$ cat src/rtl/mux2_port_arbiter.sv
// -----------------------------------------------------------------------------
// mux2_port_arbiter
//
// Round-robin arbiter that shares one synchronous-read memory port (weight /
// feature ROM) between two requesters, typically the conv engine (0) and the
// FC engine (1). A grant covers one whole burst. The arbiter drives the select
// of the external Mux2 that steers the read data path and generates the burst
// read addresses itself.
//
// Ports
//   clk          rising-edge clock
//   rst          synchronous, active-high reset
//   req_i[1:0]   per-requester burst request (level, held until done_o[n])
//   base0_i      requester 0 burst start address
//   base1_i      requester 1 burst start address
//   len0_i       requester 0 burst length in words (0 = empty burst)
//   len1_i       requester 1 burst length in words (0 = empty burst)
//   mem_rd_o     memory read strobe
//   mem_addr_o   memory read address
//   mem_rdata_i  memory read data, valid one cycle after mem_rd_o
//   sel_o        current / last owner, drives the Mux2 select
//   gnt_o[1:0]   one-hot grant, high from grant through the DONE cycle
//   rdata_o      mem_rdata_i forwarded to both requesters
//   rvalid_o     per-requester read-data valid
//   done_o       one-cycle burst-complete pulse, coincides with last rvalid
//
// Timing: a request seen in IDLE at edge T produces reads in cycles
// T+1..T+len, done_o in cycle T+len+1, and IDLE again in cycle T+len+2.
// All outputs are registered except rdata_o.
// -----------------------------------------------------------------------------
module mux2_port_arbiter #(
  parameter int ADDR_W = 10,
  parameter int DATA_W = 8,
  parameter int LEN_W  = 8
) (
  input  logic              clk,
  input  logic              rst,
  input  logic [1:0]        req_i,
  input  logic [ADDR_W-1:0] base0_i,
  input  logic [ADDR_W-1:0] base1_i,
  input  logic [LEN_W-1:0]  len0_i,
  input  logic [LEN_W-1:0]  len1_i,
  output logic              mem_rd_o,
  output logic [ADDR_W-1:0] mem_addr_o,
  input  logic [DATA_W-1:0] mem_rdata_i,
  output logic              sel_o,
  output logic [1:0]        gnt_o,
  output logic [DATA_W-1:0] rdata_o,
  output logic [1:0]        rvalid_o,
  output logic [1:0]        done_o
);

  typedef enum logic [1:0] {
    ST_IDLE  = 2'd0,
    ST_BURST = 2'd1,
    ST_DONE  = 2'd2
  } state_t;

  state_t              state_q,  state_d;
  logic                last_q,   last_d;
  logic                sel_q,    sel_d;
  logic [1:0]          gnt_q,    gnt_d;
  logic                mem_rd_q, mem_rd_d;
  logic [ADDR_W-1:0]   addr_q,   addr_d;
  logic [ADDR_W-1:0]   base_q,   base_d;
  logic [LEN_W-1:0]    len_q,    len_d;
  logic [LEN_W-1:0]    cnt_q,    cnt_d;
  logic [1:0]          rvalid_q, rvalid_d;
  logic [1:0]          done_q,   done_d;

  // Per-requester views of the burst descriptors, indexed by requester id.
  logic [ADDR_W-1:0]   cand_base [2];
  logic [LEN_W-1:0]    cand_len  [2];

  for (genvar gi = 0; gi < 2; gi++) begin : g_cand
    if (gi == 0) begin : g_r0
      assign cand_base[gi] = base0_i;
      assign cand_len[gi]  = len0_i;
    end else begin : g_r1
      assign cand_base[gi] = base1_i;
      assign cand_len[gi]  = len1_i;
    end
  end

  // Arbitration: a lone request wins outright; on a tie the requester that
  // did not own the previous burst wins, so a pending request is always
  // served next even if the other side re-requests immediately.
  logic                win_valid;
  logic                win_id;
  logic [1:0]          win_onehot;
  logic [ADDR_W-1:0]   win_base;
  logic [LEN_W-1:0]    win_len;

  always_comb begin
    win_valid  = |req_i;
    win_id     = (req_i == 2'b11) ? ~last_q : req_i[1];
    win_onehot = win_id ? 2'b10 : 2'b01;
    win_base   = cand_base[win_id];
    win_len    = cand_len[win_id];
  end

  // One-hot of the current owner; used for rvalid/done steering.
  logic [1:0]          owner_onehot;
  logic [LEN_W-1:0]    cnt_inc;
  logic                last_beat;

  always_comb begin
    owner_onehot = sel_q ? 2'b10 : 2'b01;
    cnt_inc      = cnt_q + 1'b1;
    // len_q is never zero in BURST, so len_q-1 cannot underflow there.
    last_beat    = (cnt_q == (len_q - 1'b1));
  end

  // Next-state and registered-output logic.
  always_comb begin
    state_d  = state_q;
    last_d   = last_q;
    sel_d    = sel_q;
    gnt_d    = gnt_q;
    mem_rd_d = mem_rd_q;
    addr_d   = addr_q;
    base_d   = base_q;
    len_d    = len_q;
    cnt_d    = cnt_q;
    done_d   = 2'b00;
    // Read data returns one cycle after each strobe, so rvalid is the strobe
    // delayed by one edge and steered to the owner.
    rvalid_d = mem_rd_q ? owner_onehot : 2'b00;

    unique case (state_q)
      ST_IDLE: begin
        mem_rd_d = 1'b0;
        if (win_valid) begin
          sel_d  = win_id;
          last_d = win_id;
          gnt_d  = win_onehot;
          base_d = win_base;
          len_d  = win_len;
          cnt_d  = '0;
          if (win_len == '0) begin
            // Empty burst: skip straight to the completion pulse.
            state_d = ST_DONE;
            done_d  = win_onehot;
          end else begin
            state_d  = ST_BURST;
            mem_rd_d = 1'b1;
            addr_d   = win_base;
          end
        end
      end

      ST_BURST: begin
        if (last_beat) begin
          state_d  = ST_DONE;
          mem_rd_d = 1'b0;
          done_d   = owner_onehot;
        end else begin
          cnt_d  = cnt_inc;
          // Natural ADDR_W-bit overflow gives the modulo-2^ADDR_W wrap.
          addr_d = base_q + ADDR_W'(cnt_inc);
        end
      end

      ST_DONE: begin
        state_d  = ST_IDLE;
        mem_rd_d = 1'b0;
        gnt_d    = 2'b00;
      end

      default: begin
        state_d  = ST_IDLE;
        mem_rd_d = 1'b0;
        gnt_d    = 2'b00;
      end
    endcase
  end

  always_ff @(posedge clk) begin
    if (rst) begin
      state_q  <= ST_IDLE;
      last_q   <= 1'b1;     // requester 0 wins the first tie
      sel_q    <= 1'b0;
      gnt_q    <= 2'b00;
      mem_rd_q <= 1'b0;
      addr_q   <= '0;
      base_q   <= '0;
      len_q    <= '0;
      cnt_q    <= '0;
      rvalid_q <= 2'b00;    // also drops the rvalid of an in-flight read
      done_q   <= 2'b00;
    end else begin
      state_q  <= state_d;
      last_q   <= last_d;
      sel_q    <= sel_d;
      gnt_q    <= gnt_d;
      mem_rd_q <= mem_rd_d;
      addr_q   <= addr_d;
      base_q   <= base_d;
      len_q    <= len_d;
      cnt_q    <= cnt_d;
      rvalid_q <= rvalid_d;
      done_q   <= done_d;
    end
  end

  assign mem_rd_o   = mem_rd_q;
  assign mem_addr_o = addr_q;
  assign sel_o      = sel_q;
  assign gnt_o      = gnt_q;
  assign rvalid_o   = rvalid_q;
  assign done_o     = done_q;
  assign rdata_o    = mem_rdata_i;

endmodule

$ cat config.mk
export PLATFORM = sky130hd
export DESIGN_NAME = mux2_port_arbiter
export DESIGN_NICKNAME = d
export VERILOG_FILES = /design/src/rtl/mux2_port_arbiter.sv
export SDC_FILE = /design/constraint.sdc
export NUM_CORES = 1
export LEC_CHECK = 0
export CAP_MARGIN = 30
export CORE_UTILIZATION = 40
export CTS_CLUSTER_DIAMETER = 40
export DETAILED_ROUTE_END_ITERATION = 10
export PLACE_DENSITY = 0.67
export SYNTH_ARGS = -nofsm -noshare
export SYNTH_HDL_FRONTEND = slang
export SYNTH_SLANG_ARGS = --single-unit
$ cat constraint.sdc
create_clock -name clk -period 3.6 [get_ports clk]
set_input_delay 0.72 -clock clk [delete_from_list [all_inputs] [get_ports clk]]
set_output_delay 0.72 -clock clk [all_outputs]
set_load 0.005 [all_outputs]
==> results.sh, run 1 <==
export IMPL_fin_nets=454
export IMPL_synth_cell_area_um2=2998
export IMPL_postCtsHoldBufs=0
export IMPL_cts_made_buffers=5
export IMPL_seq_area_frac_synth_pct=31.39
export IMPL_synth_seq_cells=47
export IMPL_ctsResizeCount=0
export IMPL_drcViolationCount=0
export IMPL_hold_slack_ns=0.4686
export IMPL_yosysTopAreaCellShare_pct=31.39
export IMPL_vias_per_cell=5.360
export IMPL_hold_start="mem_addr_o[3]$_SDFFE_PP0P_"
export IMPL_drv_cap=0
export IMPL_ys_warnings_count=0
export IMPL_path_cells="clkdlybuf4s50_1 -> a21boi_2 -> nand3_1 -> o211ai_1 -> o211ai_1 -> nor2_2 -> mux2i_1"
export IMPL_async_flop_share_pct=0
export IMPL_hold_viol_final=0
export IMPL_start_kind="input pin"
export IMPL_cts_htree_levels=2
export IMPL_yosysMostFrequentCell="nand2_1"
export IMPL_syn_area_per_cell_um2=8.421
export IMPL_drt_total_wl_mm=7.179
export IMPL_synth_area_top_cells="dfxtp_1 (31%), nand2_1 (6.4%), mux2i_1 (5.3%)"
export IMPL_fin_crit_sh_pct=80.35
export IMPL_path_common_cell="o211ai_1"
export IMPL_arrival_ns=3.13
export IMPL_setup_tns_ns=0
export IMPL_hold_path_class="reg -> reg"
export IMPL_dp_hpwl_mm=5.342
export IMPL_synth_edf_count=0
export IMPL_diodes=0
export IMPL_grt_remaining_overflow=0
export IMPL_antenna_found_initial=0
export IMPL_clock_root_buffer="clkbuf_8"
export IMPL_setup_viol=0
export IMPL_outcome="finished, final reports clean"
export IMPL_place_port_buffers=57
export IMPL_instances_no_fill=495
export IMPL_synth_area_leader_cell="dfxtp_1"
export IMPL_core_area_um2=7253
export IMPL_crit_fanout=12
export IMPL_dr_total_vias=2653
export IMPL_path_buf_inv=1
export IMPL_clk_pin_slew_ns=0.09
export IMPL_endpoint_kind="flop"
export IMPL_grt_pass1_vias=2537
export IMPL_ios=74
export IMPL_die_w_um=88.57
export IMPL_rows=31
export IMPL_syn_nets=415
export IMPL_dr_pass1_iters=4
export IMPL_syn_inst=356
export IMPL_die_height_um=88.57
export IMPL_drive_gt1_share_pct=9.343
export IMPL_ys_types=61
export IMPL_area_growth_syn_to_layout_pct=22.37
export IMPL_cts_tree="yes"
export IMPL_placed_area_um2=3553
export IMPL_leakagePower_nw=1.401
export IMPL_dp_slack_ns=0.3922
export IMPL_stdcell_area_um2=3669
export IMPL_power_density_nw_per_um2=521.7
export IMPL_wl_per_cell_um=14.50
export IMPL_crit_slowest_cell="nor2_2"
export IMPL_grt_total_usage_pct=19.48
export IMPL_fmax_mhz=345.7
export IMPL_cts_setup_buffers=0
export IMPL_critPathKind="in -> reg"
export IMPL_synth_main_ff_cell="dfxtp_1"
export IMPL_grt_max_degree=40
export IMPL_tightest_slew_ns=0.8190
export IMPL_drtIter0Drc=119
export IMPL_clock_skew_ns=0.01263
export IMPL_period_needed_ns=2.892
export IMPL_start_util_pct=41.33
export IMPL_cts_sinks=47
export IMPL_clockBufferDepth=2
export IMPL_clock_latency_ns=0.31
export IMPL_place_inst=487
export IMPL_rsz0062_at_grt="no"
export IMPL_timing_rr_start="cnt_q[0]$_SDFFE_PP0P_"
export IMPL_place_gp_congestion=0.8977
export IMPL_critPathRequiredTime_ns=3.84
export IMPL_slew_violations=0
export IMPL_ir_worst_vdd_uv=281.0
export IMPL_finalWorstSetupSlack_ns=0.7076
export IMPL_ant_nets=0
export IMPL_slowest_delay_ns=0.54
export IMPL_yosys_top_cells_count="nand2_1 (51), dfxtp_1 (47), nor2_1 (33), a21oi_1 (18), mux2i_1 (16)"
export IMPL_grt_pass1_wl_mm=12.00
export IMPL_slew_headroom_pct=45.04
export IMPL_cp_top_family="compound AO/OA/AOI/OAI gates"
export IMPL_dieArea_um2=7845
export IMPL_worstSetupStartpoint="req_i[1]"
## where the power goes
part	leakage, nW	internal [mW]	switching [mW]	total (mW)
sequential	0.387	0.631	0.104	0.735
combinational	0.959	0.370	0.410	0.779
clock	0.0548	0.209	0.190	0.399
total	1.40	1.21	0.704	1.91
## worst reg2reg max path, cell delays in order, from the launching register on
cell and delay, ns:
dfxtp_1 0.50, nand3_1 0.19, or2_2 0.34, nand2_1 0.09, nand2_1 0.07, ha_1 0.36, and3_1 0.21, a221oi_1 0.36
nor2b_1 0.22, xnor2_1 0.08, o21ai_0 0.20, mux2i_1 0.10
## stage by stage
stage	utilization, %	power, mW
final	50.58	1.914
after global placement	48.99	1.513
after floorplan	-	1.264
after CTS	50.58	1.921
after global routing	50.58	2.042
after detailed placement	48.99	1.521
## registers in the layout, indices dropped and copies added, names as in the netlist, 2 cells and up
name        count
gnt_o           2
done_o          2
rvalid_o        2
mem_addr_o     10
state_q         2
base_q         10
cnt_q           8
len_q           8
## final timing paths
kind	end	slack (ns)	cells past startpoint
worst max-delay path	mem_addr_o[8]$_SDFFE_PP0P_	0.71	7
worst min-delay path	mem_addr_o[3]$_SDFFE_PP0P_	0.47	2
worst max register to register	mem_addr_o[6]$_SDFFE_PP0P_	0.75	11
worst min register to register	mem_addr_o[3]$_SDFFE_PP0P_	0.47	2
## placed cells by master (no fill, tap or decap), drive strengths merged, types with 3 or more instances in the layout
cell           netlist  final
clkdlybuf4s50        0     57
nand2               51     51
dfxtp               47     47
nor2                35     35
a21oi               18     18
mux2i               16     16
ha                  10     10
nand3               10     10
o21ai               10     10
o211ai               9      9
xnor2                9      9
a211oi               9      9
a311oi               9      9
inv                  8      9
xor2                 9      9
nor3                 9      9
o2111ai              7      7
or2                  6      6
and3                 5      5
clkbuf              13      5
buf                 17      5
nor2b                4      4
nor4                 4      4
nand2b               3      3
o211a                3      3
o31ai                3      3
a211o                3      3
## area by class of cell
class / count / area (um^2)
flip-flops and latches: 47 / 940.9
fillers: 689 / 3585
inverters: 8 / 30.03
clock inverters: 3 / 46.29
clock buffers: 5 / 68.82
well taps: 99 / 123.9
repair buffers: 62 / 608.1
multi-input cells: 271 / 1851
## metal layers
layer | global-route usage [%] | routed length (um)
met2 | 31.89 | 3243
met1 | 27.31 | 3592
met3 | 3.078 | 286
met4 | 3.519 | 57
met5 | 0 | 0
## cell families (layout without fill, tap and decap cells)
family	Yosys count	in the layout	synth area share, %
XOR/XNOR	18	18	5.510
adder cells (fa/ha/maj)	11	11	4.841
AND/OR/NAND/NOR	135	135	22.25
AO/OA/AOI/OAI	91	91	23.62
flip-flops	47	47	31.39
buffers and inverters	38	78	7.054
multiplexers	16	16	5.342
Note: power is estimated with default switching activity, not from simulation.
==> run 2, diff against run 1 <==
==> constraint.sdc (replaced) <==
create_clock -name clk -period 2.9 [get_ports clk]
set_input_delay 0.58 -clock clk [delete_from_list [all_inputs] [get_ports clk]]
set_output_delay 0.58 -clock clk [all_outputs]
set_load 0.005 [all_outputs]
==> run 2 against run 1 <==
Sequential power rose by 24%. Via count up 0.98%. Worst hold slack hardly changed. Routed wire length rose by 1.9%. Total power grew 22%. Largest power group unchanged. Clock skew is 0.0053 ns lower.
==> results.sh, run 2 (synthesized netlist as in run 1, its figures left out) <==
export IMPL_cts_made_buffers=5
export IMPL_rows=31
export IMPL_die_w_um=88.57
export IMPL_ir_worst_vdd_uv=519.7
export IMPL_dp_hpwl_mm=5.495
export IMPL_dr_total_vias=2679
export IMPL_slew_violations=0
export IMPL_tightest_slew_ns=0.7467
export IMPL_layout_common_cells="clkdlybuf4s50_1 (57), nand2_1 (51), dfxtp_1 (46)"
export IMPL_place_port_buffers=57
export IMPL_wl_per_cell_um=14.58
export IMPL_setup_viol=0
export IMPL_setup_tns_ns=0
export IMPL_slew_headroom_pct=49.89
export IMPL_path_common_cell="nand2_1"
export IMPL_power_mw=2.330
export IMPL_die_height_um=88.57
export IMPL_cp_top_family="simple AND/OR/NAND/NOR gates"
export IMPL_clock_root_buffer="clkbuf_8"
export IMPL_sw_frac_of_total_pct=38.26
export IMPL_cts_sinks=47
export IMPL_diodes=0
export IMPL_path_cells="nand3_1 -> or2_2 -> nand2_1 -> nand2_1 -> ha_1 -> and3_1 -> a221oi_2 -> a21oi_1 -> xnor2_1 -> a21bo_2 -> mux2i_1"
export IMPL_dieArea_um2=7845
export IMPL_power_density_nw_per_um2=629.3
export IMPL_fin_nets=461
export IMPL_rsz0062_at_grt="no"
export IMPL_finalWorstSetupSlack_ns=0.3216
export IMPL_hold_path_class="reg -> reg"
export IMPL_dr_pass1_iters=4
export IMPL_endpoint_kind="flop"
export IMPL_hold_viol_final=0
export IMPL_critPathRequiredTime_ns=3.14
export IMPL_clockPowerShare_pct=17.5
export IMPL_crit_fanout=7
export IMPL_start_kind="flop"
export IMPL_clk_pin_slew_ns=0.09
export IMPL_place_gp_congestion=0.9278
export IMPL_critPathKind="reg -> reg"
export IMPL_ios=74
export IMPL_cts_htree_levels=2
export IMPL_grt_remaining_overflow=0
export IMPL_grt_pass1_wl_mm=12.05
export IMPL_antenna_found_initial=0
export IMPL_fmax_mhz=387.8
export IMPL_arrival_ns=2.82
export IMPL_crit_slowest_cell="dfxtp_1"
export IMPL_nFillCells=715
export IMPL_p_sw_mw=0.8914
export IMPL_clock_latency_ns=0.30
export IMPL_grt_pass1_vias=2442
export IMPL_clockBufferDepth=2
export IMPL_cell_internal_pwr_mw=1.438
export IMPL_p_comb_share_pct=43.3
export IMPL_drtIter0Drc=145
export IMPL_outcome="finished, final reports clean"
export IMPL_drive_gt1_share_pct=11.17
export IMPL_drv_cap=0
export IMPL_layout_commonest_cell="clkdlybuf4s50_1"
export IMPL_drcViolationCount=0
export IMPL_leakagePower_nw=1.427
export IMPL_clock_skew_ns=0.007310
export IMPL_fin_crit_sh_pct=88.91
export IMPL_core_area_um2=7253
export IMPL_drt_total_wl_mm=7.317
export IMPL_ant_nets=0
export IMPL_path_buf_inv=0
export IMPL_vias_per_cell=5.337
export IMPL_start_util_pct=41.33
export IMPL_cts_tree="yes"
export IMPL_slowest_delay_ns=0.44
export IMPL_grt_total_usage_pct=19.92
export IMPL_p_seq_share_pct=39.2
export IMPL_dp_slack_ns=0.1587
export IMPL_area_growth_syn_to_layout_pct=23.50
export IMPL_grt_max_degree=39
export IMPL_period_needed_ns=2.578
-- run 2: layer usage --
| layer | track usage (%) | wire length (um) | up-vias | part of all wire [%] |
|---|---|---|---|---|
| li1 | - | - | 1380 | - |
| met5 | 0 | 0 | - | 0 |
| met3 | 2.985 | 382 | 10 | 5.2 |
| met1 | 28.15 | 3558 | 1214 | 49 |
| met2 | 31.19 | 3248 | 75 | 44 |
| met4 | 6.305 | 128 | 0 | 1.7 |
-- run 2: tightest hold or removal path, cell delays in order, from the launching register on --
cell and delay [ns]:
dfxtp_1 0.32, nand2_1 0.05, mux2i_1 0.06
-- run 2: timing repair --
item | 4_1_cts | 5_1_grt
resized for setup | 0 | 2
hold buffers | 0 | 0
setup endpoints to repair | 0 | 2
setup buffers | 0 | 0
-- run 2: area by class of cell --
| cell class | count | area (um^2) | area share [%] |
|---|---|---|---|
| Clock inverter | 2 | 16.27 | 0.4393 |
| Inverter | 8 | 30.03 | 0.8111 |
| Tap cell | 99 | 123.9 | 3.346 |
| Multi-Input combinational cell | 271 | 1857 | 50.15 |
| Sequential cell | 47 | 942.2 | 25.45 |
| Timing Repair Buffer | 69 | 660.6 | 17.84 |
| Clock buffer | 6 | 72.57 | 1.960 |
-- run 2: path summary, 6_finish.rpt --
| kind | start | to | slack (ns) | cells past startpoint |
|---|---|---|---|---|
| worst min register to register | mem_addr_o[7]$_SDFFE_PP0P_ | mem_addr_o[7]$_SDFFE_PP0P_ | 0.47 | 2 |
| worst max register to register | cnt_q[2]$_SDFFE_PP0P_ | mem_addr_o[8]$_SDFFE_PP0P_ | 0.32 | 11 |
| worst max-delay path | cnt_q[2]$_SDFFE_PP0P_ | mem_addr_o[8]$_SDFFE_PP0P_ | 0.32 | 11 |
| worst min-delay path | mem_addr_o[7]$_SDFFE_PP0P_ | mem_addr_o[7]$_SDFFE_PP0P_ | 0.47 | 2 |
-- run 2: power groups by stage --
stage          combinational [mW]  clock (mW)  sequential (mW)
2_1_floorplan               0.668           0            0.901
3_3_place_gp                0.992           0            0.925
3_5_place_dp                 1.00           0            0.924
4_1_cts                      1.01       0.418            0.912
5_1_grt                      1.12       0.446            0.930
6_report                     1.01       0.407            0.913
-- run 2: through the flow --
step	util [%]	hold WS, ns	std cells	area (um^2)
final	51.04	0.4684	502	3702
after global routing	51.04	0.4935	502	3702
after CTS	50.94	0.4749	502	3695
after detailed placement	49.72	0.4524	494	3606
after global placement	49.72	0.4524	494	3606
after floorplan	-	0.4544	356	2998
==> run 3, diff against run 2 <==
--- a/config.mk
+++ b/config.mk
@@ -13,3 +13,4 @@
 export SYNTH_ARGS = -nofsm -noshare
 export SYNTH_HDL_FRONTEND = slang
 export SYNTH_SLANG_ARGS = --single-unit
+export TNS_END_PERCENT = 10
==> results of run 3 <==
No change in the layout: final DEF, timing and power equal those of run 2.
